--- config.mk ---
export PLATFORM = sky130hd
export DESIGN_NAME = vec_test_seq
export DESIGN_NICKNAME = d
export VERILOG_FILES = /design/src/rtl/vec_test_seq.sv
export SDC_FILE = /design/constraint.sdc
export NUM_CORES = 1
export LEC_CHECK = 0
export CAP_MARGIN = 20
export CORE_MARGIN = 10
export CORE_UTILIZATION = 45
export DETAILED_ROUTE_END_ITERATION = 12
export HOLD_SLACK_MARGIN = 0.12
export PLACE_DENSITY = 0.81
export REMOVE_ABC_BUFFERS = 1
export SKIP_LAST_GASP = 1
export SLEW_MARGIN = 20
export SYNTH_ARGS = -nofsm -noshare
export SYNTH_HDL_FRONTEND = slang
export SYNTH_SLANG_ARGS = --single-unit
--- constraint.sdc ---
create_clock -name clock -period 2.29 [get_ports clock]
set_input_delay 0.5725 -clock clock [delete_from_list [all_inputs] [get_ports clock]]
set_output_delay 0.5725 -clock clock [all_outputs]
set_load 0.02 [all_outputs]
--- src/rtl/vec_test_seq.sv ---
// vec_test_seq: replays a table of {y_exp, b, a} vectors into a vector DUT and
// checks each result, either after a fixed latency or on a y_valid handshake.
// Reports sticky fail/finish, a saturating error count and the first failing step.
module vec_test_seq #(
  parameter int unsigned WIDTH     = 8,
  parameter int unsigned LANES     = 4,
  parameter int unsigned STEPS     = 16,
  parameter int unsigned LATENCY   = 0,
  parameter int unsigned HANDSHAKE = 0,
  parameter int unsigned TIMEOUT   = 64,
  parameter              STIM_FILE = "stim.hex",
  parameter              NAME      = "vec_test",
  // Table contents; entry i at [i*3*LANES*WIDTH +: 3*LANES*WIDTH]
  parameter logic [STEPS*3*LANES*WIDTH-1:0] STIM_TABLE = '0
) (
  input  logic                   clock,
  input  logic                   reset,
  output logic [LANES*WIDTH-1:0] a,
  output logic [LANES*WIDTH-1:0] b,
  output logic                   in_valid,
  input  logic [LANES*WIDTH-1:0] y,
  input  logic                   y_valid,
  output logic                   fail,
  output logic                   finish,
  output logic [15:0]            err_count,
  output logic [15:0]            first_fail
);

  localparam int unsigned V        = LANES * WIDTH;
  localparam int unsigned E        = 3 * V;
  localparam int unsigned IW       = (STEPS > 1) ? $clog2(STEPS) : 1;
  localparam logic [15:0] LAST     = 16'(STEPS - 1);
  localparam logic [15:0] COUNT    = 16'(STEPS);
  localparam logic [31:0] TMO_LAST = 32'(TIMEOUT - 1);

  typedef enum logic [1:0] {ISSUE, DRAIN, DONE} state_t;

  state_t        state;
  logic [15:0]   issue_idx;
  logic [15:0]   chk_idx;
  logic [V-1:0]  exp_cur;
  logic [31:0]   tmo_cnt;
  logic [E-1:0]  stim_mem [STEPS];

  logic          pipe_v;
  logic [V-1:0]  pipe_exp;
  logic          cmp_en;
  logic [V-1:0]  cmp_exp;
  logic          mismatch;
  logic          last_chk;
  logic          overrun;
  logic          tmo_hit;
  logic [IW-1:0] chk_sel;
  logic [IW-1:0] next_sel;
  logic [E-1:0]  chk_entry;

  for (genvar i = 0; i < STEPS; i++) begin : g_entry
    assign stim_mem[i] = STIM_TABLE[i*E +: E];
  end

  if (LATENCY == 0) begin : g_lat0
    assign pipe_v   = in_valid;
    assign pipe_exp = exp_cur;
  end else begin : g_lat
    logic         dv [LATENCY];
    logic [V-1:0] de [LATENCY];

    // Delay line carrying each issued step's valid bit and expected vector
    always_ff @(posedge clock) begin
      if (reset) begin
        for (int unsigned i = 0; i < LATENCY; i++) dv[i] <= 1'b0;
      end else if (state != DONE) begin
        dv[0] <= in_valid;
        de[0] <= exp_cur;
        for (int unsigned i = 1; i < LATENCY; i++) begin
          dv[i] <= dv[i-1];
          de[i] <= de[i-1];
        end
      end
    end

    assign pipe_v   = dv[LATENCY-1];
    assign pipe_exp = de[LATENCY-1];
  end

  // Select what is compared this cycle and detect mismatch/overrun/timeout
  always_comb begin
    chk_sel   = (chk_idx < COUNT) ? chk_idx[IW-1:0] : '0;
    next_sel  = issue_idx[IW-1:0] + 1'b1;
    chk_entry = stim_mem[chk_sel];
    if (HANDSHAKE != 0) begin
      cmp_en  = y_valid && (chk_idx < COUNT);
      cmp_exp = chk_entry[E-1 -: V];
    end else begin
      cmp_en  = pipe_v;
      cmp_exp = pipe_exp;
    end
    cmp_en   = cmp_en && (state != DONE);
    mismatch = (y != cmp_exp);
    last_chk = (chk_idx == LAST);
    overrun  = (HANDSHAKE != 0) && y_valid && (chk_idx == COUNT);
    tmo_hit  = (HANDSHAKE != 0) && (state != DONE) && !y_valid &&
               (chk_idx < COUNT) && (tmo_cnt == TMO_LAST);
  end

  // Sequencer state, stimulus registers and sticky result registers
  always_ff @(posedge clock) begin
    if (reset) begin
      state                 <= ISSUE;
      issue_idx             <= '0;
      chk_idx               <= '0;
      tmo_cnt               <= '0;
      {exp_cur, b, a}       <= stim_mem[0];
      in_valid              <= 1'b1;
      fail                  <= 1'b0;
      finish                <= 1'b0;
      err_count             <= '0;
      first_fail            <= '1;
    end else begin
      if (overrun) fail <= 1'b1;
      if (state != DONE) begin
        if (state == ISSUE) begin
          if (issue_idx == LAST) begin
            state    <= DRAIN;
            in_valid <= 1'b0;
          end else begin
            issue_idx       <= issue_idx + 16'd1;
            {exp_cur, b, a} <= stim_mem[next_sel];
          end
        end
        if (HANDSHAKE != 0) begin
          if (y_valid)             tmo_cnt <= '0;
          else if (chk_idx < COUNT) tmo_cnt <= tmo_cnt + 32'd1;
        end
        // Completion can land on the last ISSUE edge (zero latency or fast DUT),
        // so DONE overrides the ISSUE->DRAIN move made above.
        if (cmp_en) begin
          chk_idx <= chk_idx + 16'd1;
          if (mismatch) begin
            fail <= 1'b1;
            if (err_count != 16'hFFFF)  err_count  <= err_count + 16'd1;
            if (first_fail == 16'hFFFF) first_fail <= chk_idx;
          end
          if (last_chk) begin
            finish <= 1'b1;
            state  <= DONE;
          end
        end
        if (tmo_hit) begin
          fail   <= 1'b1;
          finish <= 1'b1;
          state  <= DONE;
        end
      end
    end
  end

`ifndef SYNTHESIS
  function automatic string lanes_str(input logic [V-1:0] v);
    string s;
    s = "";
    for (int unsigned i = 0; i < LANES; i++)
      s = {s, $sformatf(" %0d", $signed(v[i*WIDTH +: WIDTH]))};
    return s;
  endfunction

  // Simulation message for each differing step, signed lanes with lane 0 first
  always_ff @(posedge clock) begin
    if (!reset && cmp_en && mismatch)
      $display("%s: step %0d differs: y=[%s ] exp=[%s ]",
               NAME, chk_idx, lanes_str(y), lanes_str(cmp_exp));
  end
`endif

endmodule

==> reports/qor.yml, run 1 <==
status: "finished clean"
worstMarginPinSlew_ps: 612.7
layout_common_cells: "71 x nor2_1, 69 x dfxtp_1, 67 x clkdlybuf4s50_1"
grt_pass1_vias: 3064
core_um2: 7807
netlist_instances: 443
syn_to_final_growth_pct: 20.05
netlist_area_um2: 3651
final_cell_area_um2: 4383
floorplan.rows: 32
critPathTopFamily: "buffers and inverters"
fin_nets: 549
grt_max_degree: 28
crit_path_max_incr_delay_ps: 490
crit_fanout: 16
cts_buffers: 9
async_flop_share_pct: 0
via_count: 3197
cpMostUsedCell: "buf_4"
cts_sinks: 69
clk_latency_ps: 350
wl_per_cell_um: 15.16
yosysTopAreaCell: "dfxtp_1"
io-pin-count: 134
fin_crit_ps: 2085
synth.avg_cell_area_um2: 8.242
portBuffers: 68
relSlewSlack_pct: 59.11
critPathLaunchType: "input port"
placed_cell_area_um2: 4217
die_x_um: 110.1
layout-drive-gt1-share_pct: 7.364
clk_path_buf_depth: 2
n_fill_cell: 691
hpwl_mm: 7.320
ir_worst_vdd_uv: 392.4
hold-worst-slack_ps: 484.7
skew_ps: 9.433
drv_slew: 0
initial_core_util_pct: 46.76
drtIter0Drc: 181
finalHoldViolations: 0
hold_path_class: "flop to flop"
yosys_warnings: 0
diodes: 0
synth_edf_count: 0
cts_setup_buffers: 0
setup.worst_path.class: "input port to flop"
firstDrtPassIters: 4
synth_area_leaders: "dfxtp_1 38%, buf_4 14%, nor2_1 7.3%"
path_buf_inv: 4
fp.dieH_um: 110.1
cp.arrival_ps: 2300
overflow: 0
grt_first_pass_wirelength_mm: 14.64
cts-root-buf: "clkbuf_8"
cts_hold_buf: 0
antenna_found_initial: 0
stdcell_count: 618
clk_pin_slew_ps: 80
cts_max_level: 3
dieArea_um2: 12120
min_period_over_period_pct: 91.05
ctsResizeCount: 0
vias_per_cell: 5.173
ys_ff_latch: 69
setup_violations: 0
power_density_nw_per_um2: 721.7
drcViolationCount: 0
tritoncts: "built"
leakage_nw: 1.672
dp_cells: 602
gp_congestion: 0.8630
slowest_stage: "nor2_2"
fmax_ghz: 0.4796
ant_nets: 0
synth-seq-area-share_pct: 37.83
crit_path_end_kind: "flop"
cp_data_required_time_ps: 2500
drv_cap: 0
rsz0062_at_grt: "no"
synth_top_cell_area_share_pct: 37.83
cp_cell_sequence: "clkdlybuf4s50_1, nor4_1, buf_4, nand4_1, buf_4, o21bai_2, buf_4, nor2_2, a21oi_1"
layout_commonest_cell: "nor2_1"
dominantRegCellSynth: "dfxtp_1"
wl_mm: 9.368
track_usage_pct: 14.93
ys_types: 40
## kinds of logic after synthesis
kind of cell / after synthesis / share of synthesized area (%)
compound gates: 57 / 9.047
flops: 69 / 37.83
buf+inv: 88 / 16.14
other cells: 1 / 0.1027
fa+ha+maj: 3 / 1.028
xor+xnor: 25 / 5.997
mux: 3 / 0.9252
simple gates: 197 / 28.92
## state kept, by name, indices dropped and copies added (netlist names)
register	cells
finish	1
err_count	16
first_fail	16
in_valid	1
fail	1
chk_idx	16
issue_idx	16
state	2
## synth_stat cells (6+ instances only)
| cell | number |
|---|---|
| nand4_1 | 19 |
| xnor2_1 | 10 |
| o31ai_1 | 12 |
| and2_1 | 6 |
| nor2_1 | 71 |
| nand2_1 | 15 |
| dfxtp_1 | 69 |
| nand3_1 | 20 |
| or4_1 | 13 |
| and4_1 | 6 |
| clkbuf_1 | 14 |
| xor2_1 | 15 |
| buf_4 | 66 |
| nor4_1 | 19 |
| a21oi_1 | 36 |
## where the power goes
group / leakage [nW] / internal [mW] / total (mW) / switching [mW]
registers: 0.561 / 1.34 / 1.44 / 0.106
clock network: 0.0808 / 0.384 / 0.844 / 0.461
logic: 1.03 / 0.366 / 0.877 / 0.511
total: 1.67 / 2.09 / 3.16 / 1.08
## worst min-delay path: cells and delay by family (launching register included)
family,cells,cell delay [ps]
DFF,1,340
and+or+nand+nor,2,120
## area by class of cell
class                           count  area (µm²)  share of cell area [%]
Tap cell                          102       127.6                   2.912
Multi-Input combinational cell    349        1917                   43.73
Timing Repair Buffer               78       775.7                   17.70
Inverter                            4       15.01                  0.3426
Sequential cell                    69        1381                   31.52
Clock buffer                        9       123.9                   2.826
Clock inverter                      7       42.54                  0.9706
## per-layer routing
layer  vias up  part of all wire (%)  global-route usage (%)
met5         -                     0                       0
met4         0                   1.7                   6.506
met3        12                    12                   4.469
met2       126                    47                   25.44
met1      1486                    40                   16.92
li1       1573                     -                       -
## path summary, 6_finish.rpt
path | start | endpoint | slack (ps) | depth (start not counted)
hold / removal | fail$_SDFFE_PP0P_ | fail$_SDFFE_PP0P_ | 480 | 2
hold reg to reg | fail$_SDFFE_PP0P_ | fail$_SDFFE_PP0P_ | 480 | 2
setup reg to reg | issue_idx[0]$_SDFFE_PP0P_ | issue_idx[11]$_SDFFE_PP0P_ | 410 | 7
setup / recovery | y[14] | first_fail[13]$_SDFFE_PP1P_ | 210 | 9
## metrics by stage
| step | total power [mW] | TNS, ps | util (%) | setup WS [ps] |
|---|---|---|---|---|
| 2_1_floorplan | 1.918 | 0 | - | 282.6 |
| 3_3_place_gp | 2.316 | -1816 | 54.01 | -105.5 |
| 3_5_place_dp | 2.339 | -3325 | 54.01 | -155.9 |
| 4_1_cts | 3.189 | 0 | 56.14 | 204.2 |
| 5_1_grt | 3.319 | 0 | 56.14 | 55.84 |
| 6_report | 3.163 | 0 | 56.14 | 205.1 |
(Power assumes the default switching activity.)
==> run 2: changes to the inputs <==
--- a/config.mk
+++ b/config.mk
@@ -8,3 +8,2 @@
 export CAP_MARGIN = 20
-export CORE_MARGIN = 10
 export CORE_UTILIZATION = 45
==> constraint.sdc (replaced) <==
create_clock -name clock -period 2.29 [get_ports clock]
set_input_delay 0.3435 -clock clock [delete_from_list [all_inputs] [get_ports clock]]
set_output_delay 0.3435 -clock clock [all_outputs]
set_load 0.02 [all_outputs]
==> run 2 against run 1 <==
Compared with the run above:
- global-route usage rose by 4.3 points
- critical path depth down 3
- register-to-register slack worse by 50 ps
- fmax rose by 7.9%
- setup slack improved by 150 ps
- critical path type is now flop to flop
- largest cell class unchanged
- highest routed layer unchanged
==> reports/qor.yml, run 2 (same netlist as run 1, synthesis figures left out) <==
die_x_um: 92.08  # -16%
hpwl_mm: 5.780  # -21%
setup.worst_path.class: "flop to flop"
fp.dieH_um: 92.08  # -16%
drv_cap: 0  # unchanged
floorplan.rows: 32  # unchanged
ff2ff_path_depth: 6  # -1
vias_per_cell: 5.145  # -0.54%
drv_slew: 0  # unchanged
hold_depth: 2  # unchanged
rsz0062_at_grt: "no"
overflow: 0  # unchanged
cts_sinks: 69  # unchanged
ir_worst_vdd_uv: 313.8  # -20%
clk_path_buf_depth: 2  # unchanged
wl_per_cell_um: 12.84  # -15%
fmax_ghz: 0.5177  # +7.9%
relSlewSlack_pct: 57.04  # -2.1 points
clk_latency_ps: 340  # about the same
firstDrtPassIters: 4  # unchanged
layout-drive-gt1-share_pct: 6.078  # -1.3 points
grt_max_degree: 46  # +64%
fin_nets: 543  # -1.1%
hold_path_class: "flop to flop"
critPathCapture: "issue_idx[14]$_SDFFE_PP0P_"
cts-root-buf: "clkbuf_8"
skew_ps: 9.422  # -0.01080 ps
swShare_pct: 30.04  # -4.0 points
diodes: 0  # unchanged
cts_buffers: 9  # unchanged
worstMarginPinSlew_ps: 643.7  # +31.04 ps
crit_path_end_kind: "flop"
ctsResizeCount: 0  # unchanged
tritoncts: "built"
min_period_over_period_pct: 84.35  # -6.7 points
dieArea_um2: 8478  # -30%
rr_endpoint: "issue_idx[14]$_SDFFE_PP0P_"
cp_data_required_time_ps: 2550  # +50 ps
gp_congestion: 0.8471  # -1.8%
fin_crit_ps: 1932  # -153.3 ps
cts_hold_buf: 0  # unchanged
power_density_nw_per_um2: 794.5  # +10%
io-pin-count: 134  # unchanged
cp.arrival_ps: 2190  # -110 ps
drcViolationCount: 0  # unchanged
cts_setup_buffers: 0  # unchanged
clkPwrFrac_pct: 34.5  # +7.8 points
portBuffers: 68  # unchanged
finalHoldViolations: 0  # unchanged
antenna_found_initial: 0  # unchanged
layout_commonest_cell: "nor2_1"
r2r_slack_ps: 360  # -50 ps
n_fill_cell: 676  # -2.2%
p_sw_mw: 1.055  # -2.1%
drtIter0Drc: 131  # -28%
track_usage_pct: 19.22  # +4.3 points
status: "finished clean"
syn_to_final_growth_pct: 21.04
clk_pin_slew_ps: 70  # about the same
initial_core_util_pct: 47.00  # +0.24 points
seq_power_share_pct: 41.1  # -4.5 points
fin_setup_tns_ps: 0  # unchanged
postLayoutCoreUtil_pct: 56.89  # +0.76 points
critPathLaunchType: "flop"
p_int_mw: 2.456  # +18%
hold-worst-slack_ps: 478.9  # -5.725 ps
ant_nets: 0  # unchanged
leakage_nw: 1.682  # +0.64%
grt_first_pass_wirelength_mm: 13.15  # -10%
setup_violations: 0  # unchanged
via_count: 3149  # -1.5%
p_comb_share_pct: 24.5  # -3.2 points
layout_common_cells: "71 x nor2_1, 69 x dfxtp_1, 67 x clkdlybuf4s50_1"
setup.worst_path.start: "issue_idx[0]$_SDFFE_PP0P_"
grt_pass1_vias: 2847  # -7.1%
cts_max_level: 3  # unchanged
r2r-start: "issue_idx[0]$_SDFFE_PP0P_"
wl_mm: 7.860  # -16%
core_um2: 7767  # -0.51%
crit_fanout: 9  # -7
## run 2: worst min path at each step
stage,startpoint,end,slack (ps)
floorplan,reset,chk_idx[1]$_SDFFE_PP0P_,410
CTS,issue_idx[1]$_SDFFE_PP0P_,issue_idx[1]$_SDFFE_PP0P_,490
finish,issue_idx[1]$_SDFFE_PP0P_,issue_idx[1]$_SDFFE_PP0P_,480
global placement,finish$_SDFFE_PP0P_,finish$_SDFFE_PP0P_,450
global route,fail$_SDFFE_PP0P_,fail$_SDFFE_PP0P_,510
detailed placement,fail$_SDFFE_PP0P_,fail$_SDFFE_PP0P_,470
## run 2: layout make-up
class                      instances  area [µm²]  share of cell area, %
sequential                        69        1381                  31.26
inverter                           4       15.01                 0.3398
clock inverter                     5       106.4                  2.407
clock buffer                      11       141.4                  3.199
multi-input combinational        349        1917                  43.37
timing repair buffer              72       730.7                  16.53
tap                              102       127.6                  2.888
## run 2: metal layers
metal / vias to the layer above / GRT usage, % / routed length [µm] / share of wire, %
met3: 14 / 4.229 / 505 / 6.4
met5: - / 0 / 0 / 0
met4: 0 / 8.984 / 124 / 1.6
met1: 1451 / 22.53 / 3256 / 41
li1: 1556 / - / - / -
met2: 128 / 33.21 / 3974 / 51
## run 2: through the flow
stage	setup WS, ps	std cells	instance area [µm²]	power [mW]
after floorplan	503.1	422	3313	1.918
after global placement	132.1	596	4172	2.307
after detailed placement	114.4	596	4172	2.325
after CTS	367.0	612	4419	3.531
after global routing	200.9	612	4419	3.665
final	358.4	612	4419	3.511
## run 2: critical path, stage by stage, from the launching register on
cell      delay, ps
dfxtp_1         330
ha_1            220
nor4bb_1        130
nand4_1         270
nand2_1         180
or4_1           550
a21oi_1         170
## run 2: power groups by stage
stage / combinational (mW) / sequential (mW) / clock (mW)
final: 0.859 / 1.44 / 1.21
after global routing: 0.922 / 1.46 / 1.29
after CTS: 0.864 / 1.44 / 1.23
after detailed placement: 0.860 / 1.47 / 0
after global placement: 0.845 / 1.46 / 0
after floorplan: 0.327 / 1.59 / 0
